<file path="config.mk">
export PLATFORM = sky130hd
export DESIGN_NAME = mbisr_repair_map_flat
export DESIGN_NICKNAME = d
export VERILOG_FILES = /design/src/rtl/mbisr_pkg.sv /design/src/rtl/mbisr_repair_map_if.sv /design/src/rtl/mbisr_cam_entry.sv /design/src/rtl/mbisr_repair_map.sv /design/src/flat_wrapper.sv
export SDC_FILE = /design/constraint.sdc
export NUM_CORES = 1
export LEC_CHECK = 0
export ABC_AREA = 1
export CAP_MARGIN = 10
export CELL_PAD_IN_SITES_DETAIL_PLACEMENT = 1
export CELL_PAD_IN_SITES_GLOBAL_PLACEMENT = 1
export CORE_ASPECT_RATIO = 0.5
export CORE_MARGIN = 10
export CORE_UTILIZATION = 36
export CTS_CLUSTER_SIZE = 10
export DETAILED_ROUTE_END_ITERATION = 8
export PLACE_DENSITY_LB_ADDON = 0.1
export SYNTH_ARGS = -nofsm -noshare
export SYNTH_HDL_FRONTEND = slang
export SYNTH_SLANG_ARGS = --single-unit
</file>
<file path="constraint.sdc">
create_clock -name clk -period 1.3 [get_ports clk]
set_input_delay 0.13 -clock clk [delete_from_list [all_inputs] [get_ports clk]]
set_output_delay 0.13 -clock clk [all_outputs]
set_load 0.01 [all_outputs]
</file>
<file path="src/rtl/mbisr_pkg.sv">
// Shared constants, the repair table entry type and the one-hot encoder
// used by the repair-allocation stage behind the MBIST engine.
package mbisr_pkg;

    localparam int ADDR_W     = 6;
    localparam int NUM_SPARES = 4;
    localparam int IDX_W      = 2;

    typedef struct packed {
        logic              valid;
        logic [ADDR_W-1:0] addr;
    } repair_entry_t;

    // Entries are unique, so at most one bit is set; OR-ing the indices of
    // the set bits gives the matching index, or 0 when nothing matched.
    function automatic logic [IDX_W-1:0] onehot_to_idx(input logic [NUM_SPARES-1:0] oh);
        logic [IDX_W-1:0] idx;
        idx = '0;
        for (int i = 0; i < NUM_SPARES; i++) begin
            if (oh[i]) begin
                idx = idx | IDX_W'(i);
            end
        end
        return idx;
    endfunction

endpackage

</file>
<file path="src/rtl/mbisr_repair_map_if.sv">
// Bundle of control, fail-report, lookup and status signals between the
// MBIST/memory side (master) and the repair map (slave).
interface mbisr_repair_map_if;
    import mbisr_pkg::*;

    logic              clear;
    logic              lock;
    logic              fail_valid;
    logic [ADDR_W-1:0] fail_addr;
    logic              lookup_valid;
    logic [ADDR_W-1:0] lookup_addr;
    logic              remap_valid;
    logic              hit;
    logic [IDX_W-1:0]  hit_idx;
    logic [IDX_W:0]    repair_count;
    logic              repairable;

    modport master (
        output clear, lock, fail_valid, fail_addr, lookup_valid, lookup_addr,
        input  remap_valid, hit, hit_idx, repair_count, repairable
    );

    modport slave (
        input  clear, lock, fail_valid, fail_addr, lookup_valid, lookup_addr,
        output remap_valid, hit, hit_idx, repair_count, repairable
    );

endinterface

</file>
<file path="src/rtl/mbisr_cam_entry.sv">
// One repair table entry: a registered {valid, addr} with combinational
// compares against the incoming fail address and the lookup address.
module mbisr_cam_entry
    import mbisr_pkg::*;
(
    input  logic              clk,
    input  logic              rst,
    input  logic              clr,
    input  logic              we,
    input  logic [ADDR_W-1:0] fail_addr,
    input  logic [ADDR_W-1:0] lookup_addr,
    output logic              match_fail,
    output logic              match_lookup
);

    repair_entry_t entry_q;
    repair_entry_t entry_d;

    // Next entry value: wipe on clear, capture the fail address on write.
    always_comb begin
        entry_d = entry_q;
        if (clr) begin
            entry_d = '0;
        end else if (we) begin
            entry_d.valid = 1'b1;
            entry_d.addr  = fail_addr;
        end
    end

    // Entry register with synchronous reset.
    always_ff @(posedge clk) begin
        if (rst) begin
            entry_q <= '0;
        end else begin
            entry_q <= entry_d;
        end
    end

    assign match_fail   = entry_q.valid && (entry_q.addr == fail_addr);
    assign match_lookup = entry_q.valid && (entry_q.addr == lookup_addr);

endmodule

</file>
<file path="src/rtl/mbisr_repair_map.sv">
// Repair allocation: assigns each new failing address to the next free spare
// row, flags the array unrepairable once spares run out, and answers
// registered remap lookups against the pre-allocation table state.
module mbisr_repair_map
    import mbisr_pkg::*;
(
    input  logic                      clk,
    input  logic                      rst,
    mbisr_repair_map_if.slave         bus
);

    localparam logic [IDX_W:0] SPARE_CNT = (IDX_W+1)'(NUM_SPARES);

    logic [NUM_SPARES-1:0] match_fail;
    logic [NUM_SPARES-1:0] match_lookup;
    logic [NUM_SPARES-1:0] we_vec;

    logic [IDX_W:0]   count_q, count_d;
    logic             repairable_q, repairable_d;
    logic             remap_valid_q, remap_valid_d;
    logic             hit_q, hit_d;
    logic [IDX_W-1:0] hit_idx_q, hit_idx_d;

    for (genvar g = 0; g < NUM_SPARES; g++) begin : g_entry
        mbisr_cam_entry u_entry (
            .clk          (clk),
            .rst          (rst),
            .clr          (bus.clear),
            .we           (we_vec[g]),
            .fail_addr    (bus.fail_addr),
            .lookup_addr  (bus.lookup_addr),
            .match_fail   (match_fail[g]),
            .match_lookup (match_lookup[g])
        );
    end

    // Allocation: duplicates are dropped, new addresses take the next slot,
    // and a new address with no slot left makes the array unrepairable.
    always_comb begin
        count_d      = count_q;
        repairable_d = repairable_q;
        we_vec       = '0;
        if (bus.clear) begin
            count_d      = '0;
            repairable_d = 1'b1;
        end else if (bus.fail_valid && !bus.lock && !(|match_fail)) begin
            if (count_q < SPARE_CNT) begin
                we_vec[count_q[IDX_W-1:0]] = 1'b1;
                count_d                    = count_q + (IDX_W+1)'(1);
            end else begin
                repairable_d = 1'b0;
            end
        end
    end

    // Lookup result for the next cycle; zeroed whenever no lookup was made.
    always_comb begin
        remap_valid_d = bus.lookup_valid;
        hit_d         = bus.lookup_valid && (|match_lookup);
        hit_idx_d     = bus.lookup_valid ? onehot_to_idx(match_lookup) : '0;
    end

    // Status and lookup registers; clear leaves the lookup pipeline alone.
    always_ff @(posedge clk) begin
        if (rst) begin
            count_q       <= '0;
            repairable_q  <= 1'b1;
            remap_valid_q <= 1'b0;
            hit_q         <= 1'b0;
            hit_idx_q     <= '0;
        end else begin
            count_q       <= count_d;
            repairable_q  <= repairable_d;
            remap_valid_q <= remap_valid_d;
            hit_q         <= hit_d;
            hit_idx_q     <= hit_idx_d;
        end
    end

    assign bus.repair_count = count_q;
    assign bus.repairable   = repairable_q;
    assign bus.remap_valid  = remap_valid_q;
    assign bus.hit          = hit_q;
    assign bus.hit_idx      = hit_idx_q;

endmodule

</file>
<file path="src/flat_wrapper.sv">
// flat-port wrapper written by rule: the top's interface ports become plain ports
module mbisr_repair_map_flat import mbisr_pkg::*;
  (clk, rst, bus_clear, bus_lock, bus_fail_valid, bus_fail_addr, bus_lookup_valid, bus_lookup_addr, bus_remap_valid, bus_hit, bus_hit_idx, bus_repair_count, bus_repairable);
  mbisr_repair_map_if bus_i ();
  input  logic clk;
  input  logic rst;
  input wire logic [$bits(bus_i.clear)-1:0] bus_clear;
  input wire logic [$bits(bus_i.lock)-1:0] bus_lock;
  input wire logic [$bits(bus_i.fail_valid)-1:0] bus_fail_valid;
  input wire logic [$bits(bus_i.fail_addr)-1:0] bus_fail_addr;
  input wire logic [$bits(bus_i.lookup_valid)-1:0] bus_lookup_valid;
  input wire logic [$bits(bus_i.lookup_addr)-1:0] bus_lookup_addr;
  output wire logic [$bits(bus_i.remap_valid)-1:0] bus_remap_valid;
  output wire logic [$bits(bus_i.hit)-1:0] bus_hit;
  output wire logic [$bits(bus_i.hit_idx)-1:0] bus_hit_idx;
  output wire logic [$bits(bus_i.repair_count)-1:0] bus_repair_count;
  output wire logic [$bits(bus_i.repairable)-1:0] bus_repairable;
  assign bus_i.clear = bus_clear;
  assign bus_i.lock = bus_lock;
  assign bus_i.fail_valid = bus_fail_valid;
  assign bus_i.fail_addr = bus_fail_addr;
  assign bus_i.lookup_valid = bus_lookup_valid;
  assign bus_i.lookup_addr = bus_lookup_addr;
  assign bus_remap_valid = bus_i.remap_valid;
  assign bus_hit = bus_i.hit;
  assign bus_hit_idx = bus_i.hit_idx;
  assign bus_repair_count = bus_i.repair_count;
  assign bus_repairable = bus_i.repairable;
  mbisr_repair_map u_core (.clk(clk), .rst(rst), .bus(bus_i));
endmodule
</file>
# Word level (Yosys, flattened, before mapping)
# Index checks and enable logic that the tools add are counted.
[op_classes] add_sub_neg=1 multipliers=0 div_mod_pow=0 magnitude_cmp=3 n_eq_ne=8 shifts=0 mux=8 n_bitwise=2 reduce_logical=20
[op_table] operator="$eq A6 B6 Y1" count=8
[op_table] operator="$logic_and A1 B1 Y1" count=12
[op_table] operator="$mux W4" count=3
[op_table] operator="$reduce_or A4 Y1" count=2
[op_table] operator="$mux W2" count=2
[op_table] operator="$reduce_and A2 Y1" count=2
[op_table] operator="$reduce_or A2 Y1" count=2
[op_table] operator="$add A3 B1 Y3 const B" count=1
[op_table] operator="$lt A2 B3 Y1 const B" count=1
[op_table] operator="$lt A3 B3 Y1 const B" count=1
[op_table] operator="$demux W1 S2" count=1
[op_table] operator="$ge A2 B1 Y1 const B" count=1
[op_table] operator="$logic_not A1 Y1" count=2
[op_table] operator="$mux W1" count=2
[op_table] operator="$not A1 Y1" count=2
[word_totals] regBits=36 latch_bits=0 ramBits=0 romBits=0 in_bits=18 elab_cells=55 memories=0

# Longest topological paths before layout
# Gate-level depths: netlist of run 1.
[depth] depth_word=7 mapped_depth=13 depth_no_buf=13

# Cells and area by module
# Synthesis of run 1 repeated with hierarchy kept, for this count alone.
[unflattened] hier_cells=404 hier_area_um2=2481.1
[modules_own_cells] mod="mbisr_cam_entry" instances=4 cells_per_inst=86 area_each_um2=511.7 seq_area_each_um2=140.1
[modules_own_cells] mod="mbisr_repair_map" instances=1 cells_per_inst=60 area_each_um2=434.2 seq_area_each_um2=160.2

# Worst setup path before layout of run 1
# OpenSTA, ideal clock, no wires.
[synth_path] path_type="reg-to-reg" startpoint="register u_core.count_q[0] (netlist: u_core.bus.repair_count[0])" endpoint="register u_core.g_entry[2].u_entry.entry_q[2] (netlist name)" arrival_ps=1310 t_required_ps=1236 setup_slack_ps=-74 stages_incl_launch_ff=9 n_path_buf=0 synth_period_minus_slack_ps=1374 cell_sequence="dfxtp_1 > inv_1 > ha_1 > inv_1 > nor2_1 > nand4_4 > nand2_1 > inv_1 > nor2_1"
[synth_via] elab_chain_cells=7 word_cells_on_any_way=9
[synth_lines] item="start, declared" line="mbisr_repair_map.sv:18" source="logic [IDX_W:0] count_q, count_d;"
[synth_lines] item="start signal, assigned" line="mbisr_repair_map.sv:72" source="count_q <= count_d;"
[synth_lines] item="$lt A2 B3 Y1 (not written as such) or $ge A2 B1 Y1 (tied branches)" line="mbisr_repair_map.sv:48" source="we_vec[count_q[IDX_W-1:0]] = 1'b1;"
[synth_lines] item="$logic_and A1 B1 Y1 (not written as such)" line="mbisr_repair_map.sv:48"
[synth_lines] item="$mux W1 (not written as such)" line="mbisr_repair_map.sv:48"
[synth_lines] item="$demux W1 S2"
[synth_lines] item="$mux W4 *" line="mbisr_repair_map.sv:47" source="if (count_q < SPARE_CNT) begin"
[synth_lines] item="$mux W4 *" line="mbisr_repair_map.sv:46" source="end else if (bus.fail_valid && !bus.lock && !(|match_fail)) begin"
[synth_lines] item="$mux W4 *" line="mbisr_repair_map.sv:43" source="if (bus.clear) begin"
[synth_lines] item="end signal, assigned" line="mbisr_cam_entry.sv:35" source="entry_q <= entry_d;"
[synth_lines] item="end, declared" line="mbisr_cam_entry.sv:16" source="repair_entry_t entry_q;"
# Every way passes the cells marked *; elsewhere a longest branch is shown, timed or not.
# A chain may end at the register's enable or synchronous reset.

# Worst setup path in the final report of run 1
[layout_path] startpoint="register u_core.g_entry[1].u_entry.entry_q[1] (netlist name)" endpoint="register u_core.g_entry[1].u_entry.entry_q[5] (netlist name)"
[layout_via] elab_chain_cells=7
[layout_lines] item="start, declared" line="mbisr_cam_entry.sv:16"
[layout_lines] item="start signal, assigned" line="mbisr_cam_entry.sv:35"
[layout_lines] item="$eq A6 B6 Y1" line="mbisr_cam_entry.sv:39" source="assign match_fail = entry_q.valid && (entry_q.addr == fail_addr);"
[layout_lines] item="$logic_and A1 B1 Y1" line="mbisr_cam_entry.sv:39"
[layout_lines] item="$reduce_or A4 Y1" line="mbisr_repair_map.sv:46"
[layout_lines] item="$logic_not A1 Y1" line="mbisr_repair_map.sv:46"
[layout_lines] item="$logic_and A1 B1 Y1" line="mbisr_repair_map.sv:46"
[layout_lines] item="$mux W4" line="mbisr_repair_map.sv:46"
[layout_lines] item="$mux W4" line="mbisr_repair_map.sv:43"
# Every way passes these cells.

==> results of run 1 <==
==> state kept, by name, summed over array words and instances, names as in the netlist <==
| name | count |
|---|---|
| u_core.bus.hit | 1 |
| u_core.bus.repair_count | 3 |
| u_core.bus.repairable | 1 |
| u_core.bus.hit_idx | 2 |
| u_core.g_entry.u_entry.entry_q | 28 |
| u_core.bus.remap_valid | 1 |
==> power breakdown <==
| part | switching [W] | internal [W] | leakage [nW] |
|---|---|---|---|
| Combinational | 0.000288 | 0.000203 | 1.43 |
| Clock | 0.000494 | 0.000698 | 0.0667 |
| Sequential | 0.00000699 | 0.00111 | 0.301 |
| Total | 0.000789 | 0.00201 | 1.80 |
==> worst paths after layout <==
kind	endpoint	slack, ns	depth (start not counted)	start
max	u_core.g_entry[1].u_entry.entry_q[5]$_SDFFE_PP0P_	-0.37	13	u_core.g_entry[1].u_entry.entry_q[1]$_SDFFE_PP0P_
min	u_core.g_entry[3].u_entry.entry_q[1]$_SDFFE_PP0P_	0.36	3	bus_fail_addr[1]
max reg2reg	u_core.g_entry[1].u_entry.entry_q[5]$_SDFFE_PP0P_	-0.37	13	u_core.g_entry[1].u_entry.entry_q[1]$_SDFFE_PP0P_
min reg2reg	u_core.bus.repairable$_SDFFE_PP1P_	0.47	2	u_core.bus.repairable$_SDFFE_PP1P_
==> per-stage QoR <==
stage,util (%),power (W),setup slack [ns],instance area (µm²)
2_1_floorplan,-,0.00133,0.00436,2400
3_3_place_gp,52.4,0.00156,-0.761,3270
3_5_place_dp,52.4,0.00157,-0.816,3270
4_1_cts,57.2,0.00277,-0.282,3560
5_1_grt,60.4,0.00291,-0.455,3760
6_report,60.4,0.00280,-0.366,3760
==> worst max-delay path, delay by kind of cell, from the launching register on <==
kind | cells | cell delay, ns
and+or+nand+nor | 10 | 1.03
buffers and inverters | 3 | 0.21
DFF | 1 | 0.36
==> cells by family after synthesis <==
| group | synth area share [%] |
|---|---|
| AO/OA/AOI/OAI | 9.66 |
| XOR/XNOR | 2.21 |
| adder cells (fa/ha/maj) | 2.62 |
| buffers and inverters | 13.4 |
| flip-flops | 30.2 |
| AND/OR/NAND/NOR | 41.9 |
==> layout make-up <==
| class | count | area, µm² | area share [%] |
|---|---|---|---|
| clock inverter | 1 | 5.00 | 0.133 |
| sequential | 36 | 752 | 20.0 |
| timing repair buffer | 110 | 923 | 24.6 |
| multi-input combinational | 261 | 1550 | 41.3 |
| tap | 88 | 110 | 2.93 |
| inverter | 75 | 289 | 7.68 |
| clock buffer | 6 | 129 | 3.43 |
==> what timing repair did <==
item | in CTS | in global routing
pin swaps | 27 | 25
buffers inserted | 5 | 10
gates resized for setup | 60 | 50
cloned | 1 | 0
endpoints found under the setup margin | 37 | 37
==> layout by cell type, fill, tap and decap left out, types with 10 or more instances in the layout <==
cell	Yosys	layout
nand4_1	20	20
inv_2	7	16
nor2_2	3	10
nand2_2	3	22
clkdlybuf4s50_1	0	14
buf_4	0	78
nand2_1	121	98
dfxtp_1	36	17
inv_1	68	56
nor2_1	45	35
dfxtp_2	0	16
==> routing by layer <==
layer	share of wire, %	wire length (µm)	GRT usage [%]
met1	46	5050	26.5
met3	8.8	966	6.04
met5	0	0	0
met2	44	4860	31.1
met4	1.0	112	4.17
==> reports/results.txt, run 1 <==
Initial Util: 38.3%
Hold_buf cts: 0
Setup TNS: -9.61 ns
DRC viols: 0
Yosys warns: 0
Yosys reg bits: 36
Total track usage: 20.0%
Wire per inst: 19.0 µm
Endpoints failing hold: 0
Dominant synthesized flop cell: dfxtp_1
Post-synth top area cell: dfxtp_1
VDD IR max: 0.000403 V
Arrival time of the worst setup path: 1.89 ns
IO Pins: 26
Initial antenna violation count: 0
Core footprint: 6230 µm²
Final Non-Filler Cells: 577
CTS tree: built
CP max-delay cell: dfxtp_2
Routed Antenna Nets: 0
Max Cap Viol: 0
Reg clk slew, reported paths: 0.06 ns
Synth cell types: 34
Root Driver: clkbuf_16
Overflow after GRT: 0
FMAX: 0.600 GHz
Port bufs: 25
Final period util: 128%
Worst-margin pin slew: 0.410 ns
Die area: 10,500 µm²
Vias in the first global route: 3,037
Number of cell rows: 20
Most common cell in the netlist: nand2_1
Asr flop ratio synth: 0%
Total CTS buffers: 5
Power per cell area: 743 nW/µm²
CTS sink cnt: 36
Leak: 1.80 nW
Post-DP HPWL: 8.02 mm
Dpl cells: 556
Final Max Tran Viols: 0
Final WL: 11.0 mm
Drt pass-1 iters: 4
Post-layout net count: 512
Synthesized area: 2380 µm²
Largest stage delay on the critical path: 0.36 ns
First-pass GRT wire length: 16.5 mm
H-tree depth: 2
GP Congestion: 0.960
CP Cell Sequence: nand2_2, nand2_1, inv_1, nand2_2, nor2_2, nand2_4, buf_4, nand2_4, nor2_8, nand4_4, nand2_1, inv_1, nor2_1
Synth top area share: 30.2%
Worst-skew pair later-pin latency: 0.29 ns
Req. time, crit path: 1.53 ns
Final Skew: 0.00474 ns
Syn Inst Count: 378
Seq/Total Area, Yosys: 30.2%
Relative slew slack: 72.6%
Initial DRC count: 250
Largest net degree at the start of global routing: 20
Mapped Nets: 401
Status: finished with violations
Worst hold-check path type: primary input to register
Syn Area/Cell: 6.31 µm²
CP endpoint kind: register
Routed vias: 3,044
Most frequent cells after synthesis: 121 x nand2_1, 68 x inv_1, 45 x nor2_1, 36 x dfxtp_1, 20 x nand4_1
Layout cells sized above 1: 40.9%
Area Growth Syn to Fin: 57.8%
Failing checks: setup timing
Setup WS post-layout: -0.366 ns
Crit path launch type: register
Setup CP Type: register to register
Vias per cell: 5.28
Chip height: 77.5 µm
Hold WS: 0.364 ns
ANT cells: 0
Final setup vio count: 33
Chip width: 135 µm
Tmin final: 1.67 ns
RSZ-0062 raised after global routing: true
Bufs on Longest Clock Path: 2
Fillers: 798
Critical path peak fanout: 7
Ranking of synthesized cells by area: dfxtp_1 30%, nand2_1 19%, inv_1 11%
EDFF count, synth: 0
Power figures use the tool's default switching activity.
==> inputs of run 2 (changes only) <==
- ABC_CLOCK_PERIOD_IN_PS: unset -> 1300
- CTS_CLUSTER_DIAMETER: unset -> 30
==> results of run 2 <==
No change in the layout: final DEF, timing and power equal those of run 1.
==> inputs of run 3 (changes only) <==
- CELL_PAD_IN_SITES_GLOBAL_PLACEMENT: 1 -> 2
- CORE_UTILIZATION: 36 -> 27
==> run 3 against run 2 <==
- the flow still finishes with violations (setup timing)
- die area is 26% higher
- worst hold slack worse by 0.14 ns
- fmax is 2.5% higher
- total power is 3.5% higher
- critical path type unchanged
- largest cell class unchanged
- largest power group unchanged
==> reports/results.txt, run 3 (same netlist as run 1, synthesis figures left out) <==
CP endpoint kind: register (unchanged)
Status: finished with violations (unchanged)
Psw: 0.000800 W (was 0.000789 W)
Post-DP HPWL: 8.36 mm (was 8.02 mm)
Largest stage delay on the critical path: 0.33 ns (was 0.36 ns)
CP Cell Sequence: inv_1, nand2_1, nand3_2, nor2_2, nand2_4, nand3_4, nor2_4, buf_6, buf_6, nand4_1, nand2_1, nor2_1 (was nand2_2, nand2_1, inv_1, nand2_2, nor2_2, nand2_4, buf_4, nand2_4, nor2_8, nand4_4, nand2_1, inv_1, nor2_1)
Vias per cell: 4.70 (was 5.28)
GP Congestion: 0.885 (was 0.960)
Crit path launch type: register (unchanged)
Sw frac: 27.6% (was 28.2%)
Number of cell rows: 24 (was 20)
Final Max Tran Viols: 0 (unchanged)
Fin util: 45.1% (was 60.4%)
Post-route cell area: 3900 µm² (was 3760 µm²)
Overflow after GRT: 0 (unchanged)
Reg2Reg Depth: 12 (was 13)
Routed vias: 2,865 (was 3,044)
Drt pass-1 iters: 4 (unchanged)
Dpl cells: 591 (was 556)
Layout cells sized above 1: 44.7% (was 40.9%)
Hold path depth: 3 (unchanged)
Root Driver: clkbuf_16 (unchanged)
Final setup vio count: 33 (unchanged)
Wire per inst: 17.9 µm (was 19.0 µm)
Core footprint: 8650 µm² (was 6230 µm²)
Reg clk slew, reported paths: 0.06 ns (about the same)
Vias in the first global route: 2,969 (was 3,037)
Placed Area: 3350 µm² (was 3270 µm²)
Clock share of power: 43.5% (was 42.6%)
Total track usage: 16.4% (was 20.0%)
DP Worst Slack: -0.783 ns (was -0.816 ns)
CP max-delay cell: dfxtp_2 (unchanged)
Area Growth Syn to Fin: 63.5% (was 57.8%)
Worst-skew pair later-pin latency: 0.28 ns (was 0.29 ns)
Die area: 13,200 µm² (was 10,500 µm²)
Final Non-Filler Cells: 609 (was 577)
Critical path buffer and inverter count: 3 (unchanged)
Initial antenna violation count: 0 (unchanged)
Fillers: 1,110 (was 798)
VDD IR max: 0.000401 V (was 0.000403 V)
IO Pins: 26 (unchanged)
Power per cell area: 743 nW/µm² (about the same)
CP Depth: 12 (was 13)
Comb power frac: 18.0% (was 17.6%)
Endpoints failing hold: 0 (unchanged)
Setup CP Type: register to register (unchanged)
Routed Antenna Nets: 0 (unchanged)
Bufs on Longest Clock Path: 2 (unchanged)
Failing checks: setup timing (unchanged)
CTS sink cnt: 36 (unchanged)
Largest register FFs: 28 (unchanged)
Critical path peak fanout: 6 (was 7)
CTS tree: built (unchanged)
Most frequent cells in the layout: 97 x nand2_1, 74 x buf_4, 48 x inv_1 (was 98 x nand2_1, 78 x buf_4, 56 x inv_1)
Total CTS buffers: 5 (unchanged)
First-pass GRT wire length: 16.9 mm (was 16.5 mm)
Setup WS post-layout: -0.325 ns (was -0.366 ns)
Initial Util: 27.6% (was 38.3%)
Biggest register: u_core.g_entry.u_entry.entry_q (unchanged)
Post-layout net count: 514 (was 512)
Max Cap Viol: 0 (unchanged)
Arrival time of the worst setup path: 1.80 ns (was 1.89 ns)
Chip height: 86.4 µm (was 77.5 µm)
Initial DRC count: 145 (was 250)
P_int: 0.00210 W (was 0.00201 W)
Total Power: 0.00290 W (was 0.00280 W)
Worst-margin pin slew: 0.416 ns (was 0.410 ns)
DRC viols: 0 (unchanged)
Final period util: 125% (was 128%)
Hold_buf cts: 0 (unchanged)
Chip width: 153 µm (was 135 µm)
RSZ-0062 raised after global routing: true (unchanged)
Port bufs: 25 (unchanged)
Final Skew: 0.00429 ns (was 0.00474 ns)
FMAX: 0.616 GHz (was 0.600 GHz)
H-tree depth: 2 (unchanged)
Final WL: 10.9 mm (was 11.0 mm)
Commonest non-fill, non-tap cell in the layout: nand2_1 (unchanged)
Req. time, crit path: 1.48 ns (was 1.53 ns)
Top Family by Delay on Critical Path: simple AND/OR/NAND/NOR gates (unchanged)
Relative slew slack: 72.3% (was 72.6%)
Sequential power share: 38.6% (was 39.8%)
Largest net degree at the start of global routing: 15 (was 20)
ANT cells: 0 (unchanged)
Tmin final: 1.62 ns (was 1.67 ns)
Leak: 1.83 nW (was 1.80 nW)
Worst hold-check path type: primary input to register (unchanged)
[run 3: layer usage]
metal	GRT usage, %	vias up	wire [µm]
li1	-	1403	-
met1	22.3	1389	5360
met2	25.4	64	4680
met3	4.25	9	753
met4	3.61	0	88
met5	0	-	0
[run 3: through the flow]
stage          hold WS [ns]  TNS, ns
2_1_floorplan         0.265        0
3_3_place_gp          0.456   -25.58
3_5_place_dp          0.461   -24.07
4_1_cts               0.379    -8.27
5_1_grt               0.217   -11.47
6_report              0.219    -8.00
[run 3: worst paths after layout]
kind	startpoint	end	slack [ns]
setup / recovery	u_core.g_entry[1].u_entry.entry_q[1]$_SDFFE_PP0P_	u_core.g_entry[2].u_entry.entry_q[3]$_SDFFE_PP0P_	-0.32
hold / removal	bus_fail_addr[1]	u_core.g_entry[3].u_entry.entry_q[1]$_SDFFE_PP0P_	0.22
setup reg to reg	u_core.g_entry[1].u_entry.entry_q[1]$_SDFFE_PP0P_	u_core.g_entry[2].u_entry.entry_q[3]$_SDFFE_PP0P_	-0.32
hold reg to reg	u_core.bus.repairable$_SDFFE_PP1P_	u_core.bus.repairable$_SDFFE_PP1P_	0.46
[run 3: power groups by stage]
| stage | combinational [W] | clock [W] | sequential [W] |
|---|---|---|---|
| 2_1_floorplan | 0.000191 | 0 | 0.00114 |
| 3_3_place_gp | 0.000439 | 0 | 0.00114 |
| 3_5_place_dp | 0.000446 | 0 | 0.00114 |
| 4_1_cts | 0.000483 | 0.00130 | 0.00112 |
| 5_1_grt | 0.000562 | 0.00135 | 0.00112 |
| 6_report | 0.000520 | 0.00126 | 0.00112 |
[run 3: repair_timing]
item,CTS,global route
buffers inserted,6,3
gates resized for setup,56,80
gates cloned,2,0
pin swaps,24,45
endpoints found under the setup margin,37,37
[run 3: final cells by class]
class	count	area (µm²)	share of cell area [%]
multi-input cells	261	1610	41.4
repair buffers	112	950	24.4
flip-flops and latches	36	751	19.3
inverters	75	289	7.42
clock buffers	8	146	3.76
well taps	117	146	3.76
[run 3: tightest hold or removal path, cell delays in order]
cell and delay, ns:
clkbuf_2 0.19, nor2_2 0.06, nor2_1 0.09
